File: src/rtl/moonbase_xbus_pkg.sv
// Shared definitions for the moonbase external-bus arbiter.
// Contents: FSM state enum, pin-word bit positions, wait-counter width,
// the idle pin word and a port-to-onehot helper.
package moonbase_xbus_pkg;

    typedef enum logic [1:0] {
        IDLE = 2'd0,
        ADDR = 2'd1,
        DATA = 2'd2
    } state_e;

    localparam int STROBE_BIT   = 7;
    localparam int SPACE_BIT    = 6;
    localparam int RAM_WE_N_BIT = 5;
    localparam int DEV_WE_N_BIT = 4;

    localparam int WAIT_W = 3;

    // Idle word with the default space bit (code half selected).
    localparam logic [7:0] IDLE_WORD = 8'h70;

    // Idle pin word: strobe low, both write enables inactive, data zero.
    function automatic logic [7:0] idle_word(input logic space);
        return {1'b0, space, 1'b1, 1'b1, 4'h0};
    endfunction

    // One-hot request mask for a port index.
    function automatic logic [1:0] port_bit(input logic port);
        return port ? 2'b10 : 2'b01;
    endfunction

endpackage

File: src/rtl/moonbase_xbus_rr2.sv
// Two-way round-robin picker.
// Ports:
//   req        - request vector, bit n = port n
//   last_grant - port index granted most recently
//   grant      - chosen port index (meaningful when valid = 1)
//   valid      - at least one request is present
module moonbase_xbus_rr2 (
    input  logic [1:0] req,
    input  logic       last_grant,
    output logic       grant,
    output logic       valid
);

    // On a tie the port that was not granted last time wins.
    always_comb begin
        valid = |req;
        grant = 1'b0;
        if (req == 2'b11) begin
            grant = ~last_grant;
        end else if (req[1]) begin
            grant = 1'b1;
        end
    end

endmodule

File: src/rtl/moonbase_xbus_arbiter.sv
// Arbiter for the multiplexed moonbase external bus, shared by two
// requesters. Each transaction is one address-strobe cycle followed by
// 1 + WAIT_CYCLES data cycles; read data returns with a one-cycle ack.
// Ports:
//   clk, reset_n             - clock, asynchronous active-low reset
//   ram_in, dev_in           - SRAM / device read data from the pins
//   bus_out                  - 8-bit pin word (bit 7 strobe)
//   req/we/dev/space/addr/wdata/lock _0/_1 - per-port transaction request
//   ack_0/1, rdata_0/1       - completion pulse and read data per port
// Optional build macro: MOONBASE_XBUS_LOCK_EN - a port holding lock on
// its last data cycle is re-granted if it requests in the following cycle.
module moonbase_xbus_arbiter
    import moonbase_xbus_pkg::*;
#(
    parameter int unsigned WAIT_CYCLES = 0,
    parameter logic        IDLE_SPACE  = 1'b1
) (
    input  logic       clk,
    input  logic       reset_n,
    input  logic [3:0] ram_in,
    input  logic [1:0] dev_in,
    output logic [7:0] bus_out,
    input  logic       req_0,
    input  logic       req_1,
    input  logic       we_0,
    input  logic       we_1,
    input  logic       dev_0,
    input  logic       dev_1,
    input  logic       space_0,
    input  logic       space_1,
    input  logic [6:0] addr_0,
    input  logic [6:0] addr_1,
    input  logic [3:0] wdata_0,
    input  logic [3:0] wdata_1,
    input  logic       lock_0,
    input  logic       lock_1,
    output logic       ack_0,
    output logic       ack_1,
    output logic [3:0] rdata_0,
    output logic [3:0] rdata_1
);

    localparam logic [WAIT_W-1:0] WAIT_INIT = WAIT_W'(WAIT_CYCLES);

    state_e            state_q, state_d;
    logic              grant_q, grant_d;
    logic              last_grant_q, last_grant_d;
    logic              we_q, we_d;
    logic              dev_q, dev_d;
    logic              space_q, space_d;
    logic [6:0]        addr_q, addr_d;
    logic [3:0]        wdata_q, wdata_d;
    logic [WAIT_W-1:0] wait_q, wait_d;
    logic              ack_0_q, ack_0_d, ack_1_q, ack_1_d;
    logic [3:0]        rdata_0_q, rdata_0_d, rdata_1_q, rdata_1_d;

    logic [1:0] req_vec;
    logic [1:0] arb_req;
    logic       pick;
    logic       pick_valid;
    logic       last_data;
    logic       lock_take;
    logic       lock_win;
    logic       lock_port;

    assign req_vec   = {req_1, req_0};
    assign last_data = (state_q == DATA) && (wait_q == '0);

`ifdef MOONBASE_XBUS_LOCK_EN
    logic lock_win_q, lock_win_d;
    logic lock_port_q, lock_port_d;

    assign lock_take = last_data & (grant_q ? lock_1 : lock_0);
    assign lock_win  = lock_win_q;
    assign lock_port = lock_port_q;

    // The lock window is open only for the single cycle after the
    // locked port's last data cycle.
    always_comb begin
        lock_win_d  = lock_take;
        lock_port_d = lock_take ? grant_q : lock_port_q;
    end

    always_ff @(posedge clk or negedge reset_n) begin
        if (!reset_n) begin
            lock_win_q  <= 1'b0;
            lock_port_q <= 1'b0;
        end else begin
            lock_win_q  <= lock_win_d;
            lock_port_q <= lock_port_d;
        end
    end
`else
    logic unused_lock;
    assign unused_lock = lock_0 ^ lock_1;
    assign lock_take   = 1'b0;
    assign lock_win    = 1'b0;
    assign lock_port   = 1'b0;
`endif

    // Requests eligible for arbitration: in IDLE all of them (or only the
    // locked port during a lock window); on the last data cycle all except
    // the port being acked, unless a lock forces a return to IDLE.
    always_comb begin
        arb_req = 2'b00;
        if (state_q == IDLE) begin
            arb_req = lock_win ? (req_vec & port_bit(lock_port)) : req_vec;
        end else if (last_data && !lock_take) begin
            arb_req = req_vec & ~port_bit(grant_q);
        end
    end

    moonbase_xbus_rr2 u_rr2 (
        .req        (arb_req),
        .last_grant (last_grant_q),
        .grant      (pick),
        .valid      (pick_valid)
    );

    // Next-state logic: grant and transaction fields are captured on
    // entry to ADDR; read data and ack are registered on the last data cycle.
    always_comb begin
        state_d      = state_q;
        grant_d      = grant_q;
        last_grant_d = last_grant_q;
        we_d         = we_q;
        dev_d        = dev_q;
        space_d      = space_q;
        addr_d       = addr_q;
        wdata_d      = wdata_q;
        wait_d       = wait_q;
        ack_0_d      = 1'b0;
        ack_1_d      = 1'b0;
        rdata_0_d    = rdata_0_q;
        rdata_1_d    = rdata_1_q;

        unique case (state_q)
            ADDR: state_d = DATA;
            DATA: begin
                if (wait_q != '0) begin
                    wait_d = wait_q - WAIT_W'(1);
                end else begin
                    if (grant_q) begin
                        ack_1_d   = 1'b1;
                        rdata_1_d = we_q ? 4'h0 : (dev_q ? {2'b00, dev_in} : ram_in);
                    end else begin
                        ack_0_d   = 1'b1;
                        rdata_0_d = we_q ? 4'h0 : (dev_q ? {2'b00, dev_in} : ram_in);
                    end
                    state_d = IDLE;
                end
            end
            default: ;
        endcase

        // A valid pick only occurs in IDLE or on the last data cycle.
        if (pick_valid) begin
            state_d      = ADDR;
            grant_d      = pick;
            last_grant_d = pick;
            we_d         = pick ? we_1    : we_0;
            dev_d        = pick ? dev_1   : dev_0;
            space_d      = pick ? space_1 : space_0;
            addr_d       = pick ? addr_1  : addr_0;
            wdata_d      = pick ? wdata_1 : wdata_0;
            wait_d       = WAIT_INIT;
        end
    end

    always_ff @(posedge clk or negedge reset_n) begin
        if (!reset_n) begin
            state_q      <= IDLE;
            grant_q      <= 1'b0;
            last_grant_q <= 1'b1;
            we_q         <= 1'b0;
            dev_q        <= 1'b0;
            space_q      <= 1'b0;
            addr_q       <= 7'h00;
            wdata_q      <= 4'h0;
            wait_q       <= '0;
            ack_0_q      <= 1'b0;
            ack_1_q      <= 1'b0;
            rdata_0_q    <= 4'h0;
            rdata_1_q    <= 4'h0;
        end else begin
            state_q      <= state_d;
            grant_q      <= grant_d;
            last_grant_q <= last_grant_d;
            we_q         <= we_d;
            dev_q        <= dev_d;
            space_q      <= space_d;
            addr_q       <= addr_d;
            wdata_q      <= wdata_d;
            wait_q       <= wait_d;
            ack_0_q      <= ack_0_d;
            ack_1_q      <= ack_1_d;
            rdata_0_q    <= rdata_0_d;
            rdata_1_q    <= rdata_1_d;
        end
    end

    // Pin word decoded from the registered state so that reset returns
    // the bus to the idle word without waiting for a clock.
    always_comb begin
        bus_out = idle_word(IDLE_SPACE);
        unique case (state_q)
            ADDR: bus_out = {1'b1, addr_q};
            DATA: begin
                bus_out[STROBE_BIT]   = 1'b0;
                bus_out[SPACE_BIT]    = space_q;
                bus_out[RAM_WE_N_BIT] = ~(we_q & ~dev_q);
                bus_out[DEV_WE_N_BIT] = ~(we_q & dev_q);
                bus_out[3:0]          = wdata_q;
            end
            default: ;
        endcase
    end

    assign ack_0   = ack_0_q;
    assign ack_1   = ack_1_q;
    assign rdata_0 = rdata_0_q;
    assign rdata_1 = rdata_1_q;

endmodule

File: config.mk
export PLATFORM = sky130hd
export DESIGN_NAME = moonbase_xbus_arbiter
export DESIGN_NICKNAME = d
export VERILOG_FILES = /design/src/rtl/moonbase_xbus_pkg.sv /design/src/rtl/moonbase_xbus_rr2.sv /design/src/rtl/moonbase_xbus_arbiter.sv
export SDC_FILE = /design/constraint.sdc
export NUM_CORES = 1
export LEC_CHECK = 0
export BUFFER_PORTS_ARGS = -buffer_cell sky130_fd_sc_hd__buf_2
export CAP_MARGIN = 20
export CORE_MARGIN = 2
export CORE_UTILIZATION = 49
export DETAILED_ROUTE_END_ITERATION = 8
export GPL_ROUTABILITY_DRIVEN = 0
export MAX_ROUTING_LAYER = met4
export PLACE_DENSITY = 0.89
export SLEW_MARGIN = 0
export SYNTH_ARGS = -nofsm -noshare
export SYNTH_HDL_FRONTEND = slang
export SYNTH_SLANG_ARGS = --single-unit
File: constraint.sdc
create_clock -name clk -period 2.5 [get_ports clk]
set_clock_uncertainty 0.15 [all_clocks]
set_input_delay 0.25 -clock clk [delete_from_list [all_inputs] [get_ports clk]]
set_output_delay 0.25 -clock clk [all_outputs]
set_load 0.005 [all_outputs]
; After elaboration in Yosys (flattened, before gate mapping)
; Index checks and enable logic that the tools add are counted.
[totals]
elab_cells = 65
ff_bits = 31
[op_classes]
eq_ne = 4
bitwise = 10
n_addsub = 1
n_mux = 25
n_reduce_logical = 12
[op_table]
columns = operator, count
row1 = one-hot mux 8 bit (2 select lines), 1
row2 = 2-to-1 mux 4 bit, 3
row3 = 2-to-1 mux 1 bit, 11
row4 = 2-to-1 mux 2 bit, 5
row5 = 2-to-1 mux 3 bit, 3
row6 = 2-to-1 mux 7 bit, 1
row7 = NOT 1 bit, 6
row8 = AND reduction 3 bit, 2
row9 = nonzero test 3 bit, 2
row10 = == test 2 bit (second input constant), 2
row11 = one-hot mux 2 bit (2 select lines), 1
row12 = AND reduction 2 bit, 2
row13 = nonzero test 2 bit, 2
row14 = zero test 3 bit, 1
row15 = != test 3 bit (second input constant), 1
row16 = subtractor 3 x 1 -> 3 bit (second input constant), 1
row17 = AND 1 bit, 2
row18 = AND 2 bit, 1
row19 = == test 2 x 1 -> 1 bit (second input constant), 1
row20 = zero test 2 bit, 1
row21 = NOT 2 bit, 1
row22 = OR reduction 2 bit, 1
row23 = logical AND 1 bit, 1

; Longest topological paths before layout
; Gate-level depths: netlist (run 1).
[depth]
depth_word = 8
depth_mapped = 7

; Modules after synthesis
; Synthesis (run 1) repeated with hierarchy kept, for this count alone.
[hier_totals]
cells_unflattened = 153
area_unflattened_um2 = 1592.8
[modules_own_cells]
columns = module, area_per_inst_um2, n_inst, seq_area_each_um2, cells_each
row1 = moonbase_xbus_arbiter, 1579.0, 1, 777.0, 151
row2 = moonbase_xbus_rr2, 13.8, 1, 0.0, 2

; Worst setup path before layout (run 1)
; OpenSTA, ideal clock, no wires.
[synth_timing]
path_kind = register -> register
startpoint = register wait_q[0]
endpoint = register addr_q[0]
stages_incl_launch_ff = 8
arrival_time_ns = 1.585
slack_ns = 0.629
n_path_buf = 1
period_less_slack_ns = 1.871
setup_time_ns = 0.136
cell_sequence = dfrtp_1 -> inv_1 -> ha_1 -> ha_1 -> a31oi_2 -> a311oi_2 -> buf_4 -> a222oi_1
[synth_between]
elab_chain_cells = 7
[synth_rtl]
columns = item, line_no
row1 = "start, declared", moonbase_xbus_arbiter.sv:53  ; logic [WAIT_W-1:0] wait_q, wait_d;
row2 = "start signal, assigned", moonbase_xbus_arbiter.sv:194  ; wait_q <= wait_d;
row3 = zero test 3 bit (*), moonbase_xbus_arbiter.sv:67  ; assign last_data = (state_q == DATA) && (wait_q == '0);
row4 = logical AND 1 bit (*), moonbase_xbus_arbiter.sv:67
row5 = 2-to-1 mux 2 bit (*), moonbase_xbus_arbiter.sv:108  ; end else if (last_data && !lock_take) begin
row6 = 2-to-1 mux 2 bit (*), moonbase_xbus_arbiter.sv:106  ; if (state_q == IDLE) begin
row7 = == test 2 bit / 2-to-1 mux 1 bit (equally long branches), "moonbase_xbus_rr2.sv:18, moonbase_xbus_rr2.sv:20"
row8 = 2-to-1 mux 1 bit, moonbase_xbus_rr2.sv:18  ; if (req == 2'b11) begin
row9 = 2-to-1 mux 7 bit, moonbase_xbus_arbiter.sv:164  ; addr_d = pick ? addr_1 : addr_0;
row10 = "end signal, assigned", moonbase_xbus_arbiter.sv:192  ; addr_q <= addr_d;
row11 = "end, declared", moonbase_xbus_arbiter.sv:51  ; logic [6:0] addr_q, addr_d;
; Mark *: on every way between the ends. The rest lies on a longest branch, timed or not.
; A chain may end at the register's enable or synchronous reset.

; Worst setup path in the final report (run 1)
[layout_timing]
startpoint = register state_q[0]
endpoint = register addr_q[1]
[layout_between]
elab_chain_cells = 7
[layout_rtl]
columns = item, line_no
row1 = "start, declared", moonbase_xbus_arbiter.sv:45  ; state_e state_q, state_d;
row2 = "start signal, assigned", moonbase_xbus_arbiter.sv:186  ; state_q <= state_d;
row3 = == test 2 bit, moonbase_xbus_arbiter.sv:67
row4 = logical AND 1 bit, moonbase_xbus_arbiter.sv:67
row5 = 2-to-1 mux 2 bit, moonbase_xbus_arbiter.sv:108
row6 = 2-to-1 mux 2 bit (*), moonbase_xbus_arbiter.sv:106
row7 = == test 2 bit / 2-to-1 mux 1 bit (equally long branches), "moonbase_xbus_rr2.sv:18, moonbase_xbus_rr2.sv:20"
row8 = 2-to-1 mux 1 bit, moonbase_xbus_rr2.sv:18
row9 = 2-to-1 mux 7 bit, moonbase_xbus_arbiter.sv:164
; Marks and branches as above.

==> out/results.tsv, run 1 <==
stage	metric	value	unit
run_status	status	finished clean	
critical_path	cp_slowest_cell	ha_1	
finish	areaGrowthSynthToFinish	29.9	%
detailed_routing	routed_wirelength	3600	um
place	post-dp-hpwl	2560	um
synthesis	ys_types	32	
critical_path	critPathTopFamily	compound AO/OA/AOI/OAI gates	
sta	slew_headroom	54.8	%
pwr	p_int	1.43	mW
clock_tree	numCtsBuffers	5	
detailed_routing	drtIter0Drc	96	
finish	nets	282	
clock_tree	clock_latency	330	ps
clock_tree	root_buffer	clkbuf_4	
critical_path	max_stage_delay	470	ps
clock_tree	postCtsSetupRepairBufs	0	
critical_path	path_buf_inv	1	
floorplanning	rows	20	
sta	fmax	458	MHz
detailed_routing	first_pass_iters	5	
grt	grt_max_degree	32	
place	port_buffers	55	
finish	drive_gt1_share	31.1	%
finish	utilization	67.7	%
sta	whs	10.7	ps
pwr	powerDensity	1130	nW/um^2
sta	setup_viol	0	
critical_path	worstSetupPathType	flip-flop to flip-flop	
worst_hold_path	holdCritPathClass	input port to flip-flop	
pwr	total_power	2.35	mW
pwr	power_frac_comb	49.2	%
place	place_ws	350	ps
synthesis	synthCells	169	
pwr	switchingPower	924	uW
critical_path	critPathArrivalTime	2250	ps
grt	grt_antenna_before_repair	0	
synthesis	ys_ff_latch	31	
floorplanning	die-area	3750	sq um
finish	multi_input_area	597	sq um
critical_path	required	2570	ps
flow_run	cap_violations	0	
finish	final_common_cell	buf_2	
synthesis	ys_seq_area_share	48.4	%
critical_path	startpoint_type	flip-flop	
grt	grt_pass1_vias	1435	
clock_tree	clkTransAtPathRegs	100	ps
sta	timing.setup.tns	0	ps
clock_tree	cts_sinks	31	
pwr	p_leak	1.20	nW
clock_tree	htree_levels	2	
sta	post-route-period-util	87.3	%
detailed_routing	routed_via_density	5.09	
detailed_routing	num_vias	1436	
synthesis	synth_nets	214	
clock_tree	clock_path_buffers	2	
floorplanning	core	3080	sq um
finish	final_cell_mix	buf_2, inv_1, dfrtp_1	
finish	regArea	777	sq um
sta	setup_ws	318	ps
grt	overflow	0	
critical_path	crit_chain	inv_1, ha_1, nand4b_1, o211a_2, a222oi_1	
floorplanning	die-width	61.2	um
sta	post-route-min-period	2180	ps
critical_path	path_max_fanout	15	
detailed_routing	wl_per_cell	12.8	um
pwr	switching_share	39.3	%
sta	rsz0062_at_grt	false	
pwr	vdd_ir_drop_max	0.684	mV
sta	finalMaxSlewViolations	0	
clock_tree	cts_tree	done	
sta	hold_viol_final	0	
floorplanning	io-pin-count	58	
pwr	pwr-share-seq	36.7	%
detailed_routing	drc	0	
clock_tree	ctsHoldBuffers	10	
critical_path	endpoint_kind	flip-flop	
synthesis	syn_area	1600	sq um
finish	antenna_cells	0	
finish	n_fill_cell	263	
floorplanning	start_util	52.1	%
synthesis	synth_warnings	0	
grt	grt_pass1_wl	5740	um
detailed_routing	antenna_left	0	
pwr	clockPowerShare	14.1	%
clock_tree	cts_resized	0	
synthesis	syn_area_per_cell	9.49	sq um
grt	grtUsageTotal	21.8	%
floorplanning	die_h	61.2	um
sta	worstMarginPinSlew	677	ps
cell families (layout without fill, tap and decap cells):
family | count (synthesis) | count (layout) | synth area share (%)
AOI/OAI and AO/OA | 36 | 36 | 19.6
xor gates and xnor gates | 1 | 1 | 0.546
adders and majority gates | 5 | 5 | 3.90
buffers and inverters | 58 | 127 | 14.4
DFF | 31 | 31 | 48.4
muxes | 7 | 7 | 4.76
and+or+nand+nor | 31 | 31 | 8.42
per-layer routing:
layer  wire length, um  track usage [%]
met5                 0                -
met1              1430             20.8
met4                13             6.52
met3               243             7.77
met2              1910             40.6
worst paths after layout:
check | from | end | slack [ps] | cells after the start
setup reg to reg | state_q[0] | addr_q[1] | 320 | 5
setup / recovery | state_q[0] | addr_q[1] | 320 | 5
max in group asynchronous | reset_n | dev_q | 1420 | 2
hold reg to reg | rdata_1[3] | rdata_1[3] | 330 | 2
min in group asynchronous | reset_n | wdata_q[3] | 340 | 2
hold / removal | space_0 | space_q | 10 | 3
power by group through the flow:
stage               clock network [mW]  logic (mW)  registers [mW]
global placement                     0        1.11           0.861
CTS                              0.341        1.16           0.863
detailed placement                   0        1.14           0.871
global route                     0.363        1.29           0.887
finish                           0.330        1.16           0.864
floorplan                            0       0.810           0.836
layout make-up:
| cell class | instances | area share [%] |
|---|---|---|
| inverter | 52 | 9.37 |
| clock buffer | 8 | 3.30 |
| multi-input combinational | 80 | 28.6 |
| sequential | 31 | 37.3 |
| timing repair buffer | 67 | 18.7 |
| tap | 44 | 2.64 |
worst register-to-register path, delay by kind of cell (launching register included):
family	cells	cell delay, ps
compound gates	2	650
fa+ha+maj	1	480
buf+inv	1	100
flops	1	410
simple gates	1	280
cell usage after synthesis, drive strengths merged:
library cell | count | share of area, %
a211oi | 1 | 0.47
a21o | 1 | 0.47
a21oi | 2 | 0.62
a221o | 2 | 1.2
a222oi | 14 | 8.7
a22oi | 4 | 1.9
a2bb2oi | 1 | 0.94
a311oi | 1 | 0.94
a31oi | 1 | 0.78
a32oi | 1 | 0.55
and2b | 1 | 0.47
buf | 4 | 1.7
clkbuf | 2 | 0.47
dfrtp | 30 | 47
dfstp | 1 | 1.6
ha | 5 | 3.9
inv | 52 | 12
mux2 | 5 | 3.5
mux2i | 2 | 1.2
nand2 | 13 | 3.0
nand2b | 1 | 0.39
nand3 | 3 | 0.94
nand3b | 1 | 0.47
nand4b | 1 | 0.55
nor2 | 11 | 2.6
o211a | 1 | 0.62
o211ai | 1 | 0.47
o21ai | 6 | 1.9
xnor2 | 1 | 0.55
sequential cells by signal (all words and copies together), names as in the netlist, 2 cells and up:
signal	flops
addr_q	7
rdata_0	4
rdata_1	4
state_q	2
wait_q	3
wdata_q	4
metrics by stage:
step	cell area [sq um]	std cells
floorplan	1600	169
global placement	1910	264
detailed placement	1910	264
CTS	2080	282
global route	2080	282
finish	2080	282
No activity file was read; power rests on OpenSTA's default activity.
==> run 2: changes to the inputs <==
Settings changed: ABC_AREA from default to 1.
==> run 2 against run 1 <==
  * First-iteration DRC count shrank 6.3%
  * Global-route usage is 3.9 points higher
  * Total power grew 2.6%
  * Worst setup slack better by 63 ps
  * Maximum frequency grew 3.0%
  * Synthesized cell count rose by 10%
  * Worst hold slack improved by 6.0 ps
  * Largest cell class unchanged
  * Largest power group unchanged
==> out/results.tsv, run 2 <==
stage	metric	value	unit	change
clock_tree	numCtsBuffers	5		unchanged
worst_hold_path	holdCritPathClass	input port to flip-flop		
synthesis	synth_edf_count	0		unchanged
detailed_routing	routed_via_density	5.00		-1.7%
synthesis	syn_area_per_cell	8.49	sq um	-11%
finish	final_cell_mix	buf_2, nand2_1, nand3_1		
detailed_routing	wl_per_cell	12.8	um	+0.27%
pwr	powerDensity	1080	nW/um^2	-4.0%
clock_tree	clkTransAtPathRegs	100	ps	about the same
sta	post-route-period-util	84.8	%	-2.5 points
synthesis	yosysTopAreaCell	dfrtp_1		
sta	setup_viol	0		unchanged
finish	n_fill_cell	256		-2.7%
critical_path	critPathTopFamily	simple AND/OR/NAND/NOR gates		
critical_path	worstSetupPathType	flip-flop to flip-flop		
critical_path	path_buf_inv	2		+1
critical_path	worst_path_most_repeated_cell	nand2_4		
detailed_routing	drc	0		unchanged
floorplanning	rows	20		unchanged
grt	grt_max_degree	32		unchanged
grt	grt_pass1_wl	6630	um	+16%
clock_tree	cts_sinks	31		unchanged
finish	final_common_cell	buf_2		
sta	fmax	472	MHz	+3.0%
sta	worstMarginPinSlew	677	ps	-0.534 ps
floorplanning	io-pin-count	58		unchanged
synthesis	ys_seq_area_share	49.2	%	+0.77 points
synthesis	synth.most_common_cell	nand2_1		
critical_path	path_max_fanout	17		+2
finish	antenna_cells	0		unchanged
floorplanning	die_h	60.8	um	-0.74%
synthesis	yosysTopAreaCellShare	47.5	%	+0.74 points
critical_path	crit_start	state_q[0]		
detailed_routing	first_pass_iters	4		-1
finish	multi_input_area	682	sq um	+14%
clock_tree	cts_resized	0		unchanged
place	port_buffers	55		unchanged
synthesis	syn_area	1580	sq um	-1.6%
detailed_routing	num_vias	1576		+9.7%
detailed_routing	drtIter0Drc	90		-6.3%
synthesis	synthCells	186		+10%
sta	post-route-min-period	2120	ps	-62.8 ps
floorplanning	start_util	51.7	%	-0.39 points
floorplanning	die-width	60.8	um	-0.74%
finish	areaGrowthSynthToFinish	41.0	%	
synthesis	ys_types	21		-34%
detailed_routing	antenna_left	0		unchanged
synthesis	synth_nets	231		+7.9%
sta	hold_viol_final	0		unchanged
finish	drive_gt1_share	28.0	%	-3.0 points
sta	rsz0062_at_grt	false		
clock_tree	clock_path_buffers	2		unchanged
place	post-dp-hpwl	2590	um	+1.1%
finish	final_cells	315		+12%
critical_path	startpoint_type	flip-flop		
finish	regMostFlops	addr_q		
synthesis	async_flop_share	100	%	unchanged
clock_tree	root_buffer	clkbuf_4		
finish	largest_reg_flops	7		unchanged
critical_path	r2r_start	state_q[0]		
finish	nets	315		+12%
worst_hold_path	min_delay_path_depth	3		unchanged
critical_path	required	2580	ps	about the same
critical_path	ff2ff_path_depth	9		+4
synthesis	synth_flop_cell	dfrtp_1		
sta	slew_headroom	54.9	%	about the same
critical_path	crit_cells	9		+4
detailed_routing	routed_wirelength	4030	um	+12%
sta	finalMaxSlewViolations	0		unchanged
flow_run	cap_violations	0		unchanged
sta	timing.setup.tns	0	ps	unchanged
critical_path	critPathArrivalTime	2190	ps	-60 ps
place	place_inst	279		+5.7%
pwr	p_leak	1.15	nW	-4.1%
critical_path	endpoint_kind	flip-flop		
grt	grt_antenna_before_repair	0		unchanged
clock_tree	clock_latency	340	ps	about the same
finish	regArea	777	sq um	unchanged
critical_path	cp_slowest_cell	ha_1		
floorplanning	core	3050	sq um	-0.81%
pwr	vdd_ir_drop_max	0.560	mV	-18%
synthesis	synth_warnings	0		unchanged
worst_hold_path	hp-start	addr_0[3]		
grt	overflow	0		unchanged
synthesis	ys_ff_latch	31		unchanged
floorplanning	die-area	3690	sq um	-1.5%
synthesis	synth_commonest_cells	nand2_1, nand3_1, dfrtp_1		
critical_path	max_stage_delay	440	ps	-30 ps
run_status	status	finished clean		
grt	grt_pass1_vias	1536		+7.0%
grt	grtUsageTotal	25.7	%	+3.9 points
clock_tree	htree_levels	2		unchanged
synthesis	synth_area_leaders	dfrtp_1, nand2_1, nand3_1, o21ai_0, ha_1		
critical_path	crit_chain	inv_1, ha_1, nand3_4, nand2_4, nand2_2, nand2_4, inv_2, nand2_1, nand3_1		
clock_tree	cts_tree	done		
[run 2: report_power, final]
part / leakage (nW) / switching, mW / total (mW) / internal [mW]
Sequential: 0.388 / 0.131 / 0.853 / 0.722
Clock: 0.0482 / 0.178 / 0.414 / 0.236
Combinational: 0.719 / 0.696 / 1.14 / 0.447
Total: 1.15 / 1.01 / 2.41 / 1.41
[run 2: timing repair]
| item | in CTS | in global routing |
|---|---|---|
| buffers inserted | 0 | 0 |
| hold endpoints to repair | 44 | 0 |
| hold buffers | 28 | 0 |
| endpoints found under the setup margin | 0 | 0 |
[run 2: layout make-up]
cell class	instances	share of cell area (%)
Inverter	18	3.20
Tap cell	44	2.47
Sequential cell	31	34.9
Clock inverter	2	1.57
Timing Repair Buffer	83	24.9
Multi-Input combinational cell	131	30.6
Clock buffer	6	2.30
[run 2: stage by stage]
step	area, sq um	util [%]	total power [mW]	setup WS [ps]	hold WS, ps
after floorplan	1580	-	1.64	704	-196
after global placement	1860	60.9	1.91	447	172
after detailed placement	1860	60.9	1.95	412	175
after CTS	2230	73.0	2.41	392	0.107
after global routing	2230	73.0	2.62	174	36.8
final	2230	73.0	2.41	381	16.7
[run 2: final timing paths]
check | to | slack (ps)
hold / removal | addr_q[3] | 20
setup / recovery | addr_q[3] | 380
hold reg to reg | rdata_0[3] | 340
max in group asynchronous | wait_q[2] | 1440
setup reg to reg | addr_q[3] | 380
min in group asynchronous | rdata_1[3] | 320
[run 2: routing by layer]
metal / track usage, % / share of wire (%)
met5: - / 0
met4: 12.1 / 2.0
met3: 6.40 / 6.6
met2: 42.5 / 51
met1: 29.0 / 40
[run 2: logic make-up after synthesis]
| family | Yosys count | share of synthesized area (%) |
|---|---|---|
| compound gates | 24 | 7.92 |
| fa+ha+maj | 5 | 3.96 |
| buf+inv | 24 | 7.61 |
| flops | 31 | 49.2 |
| simple gates | 102 | 31.3 |
[run 2: tightest hold or removal path, stage by stage]
cell	delay [ps]
buf_2	80
nand3_1	70
nand3_1	70
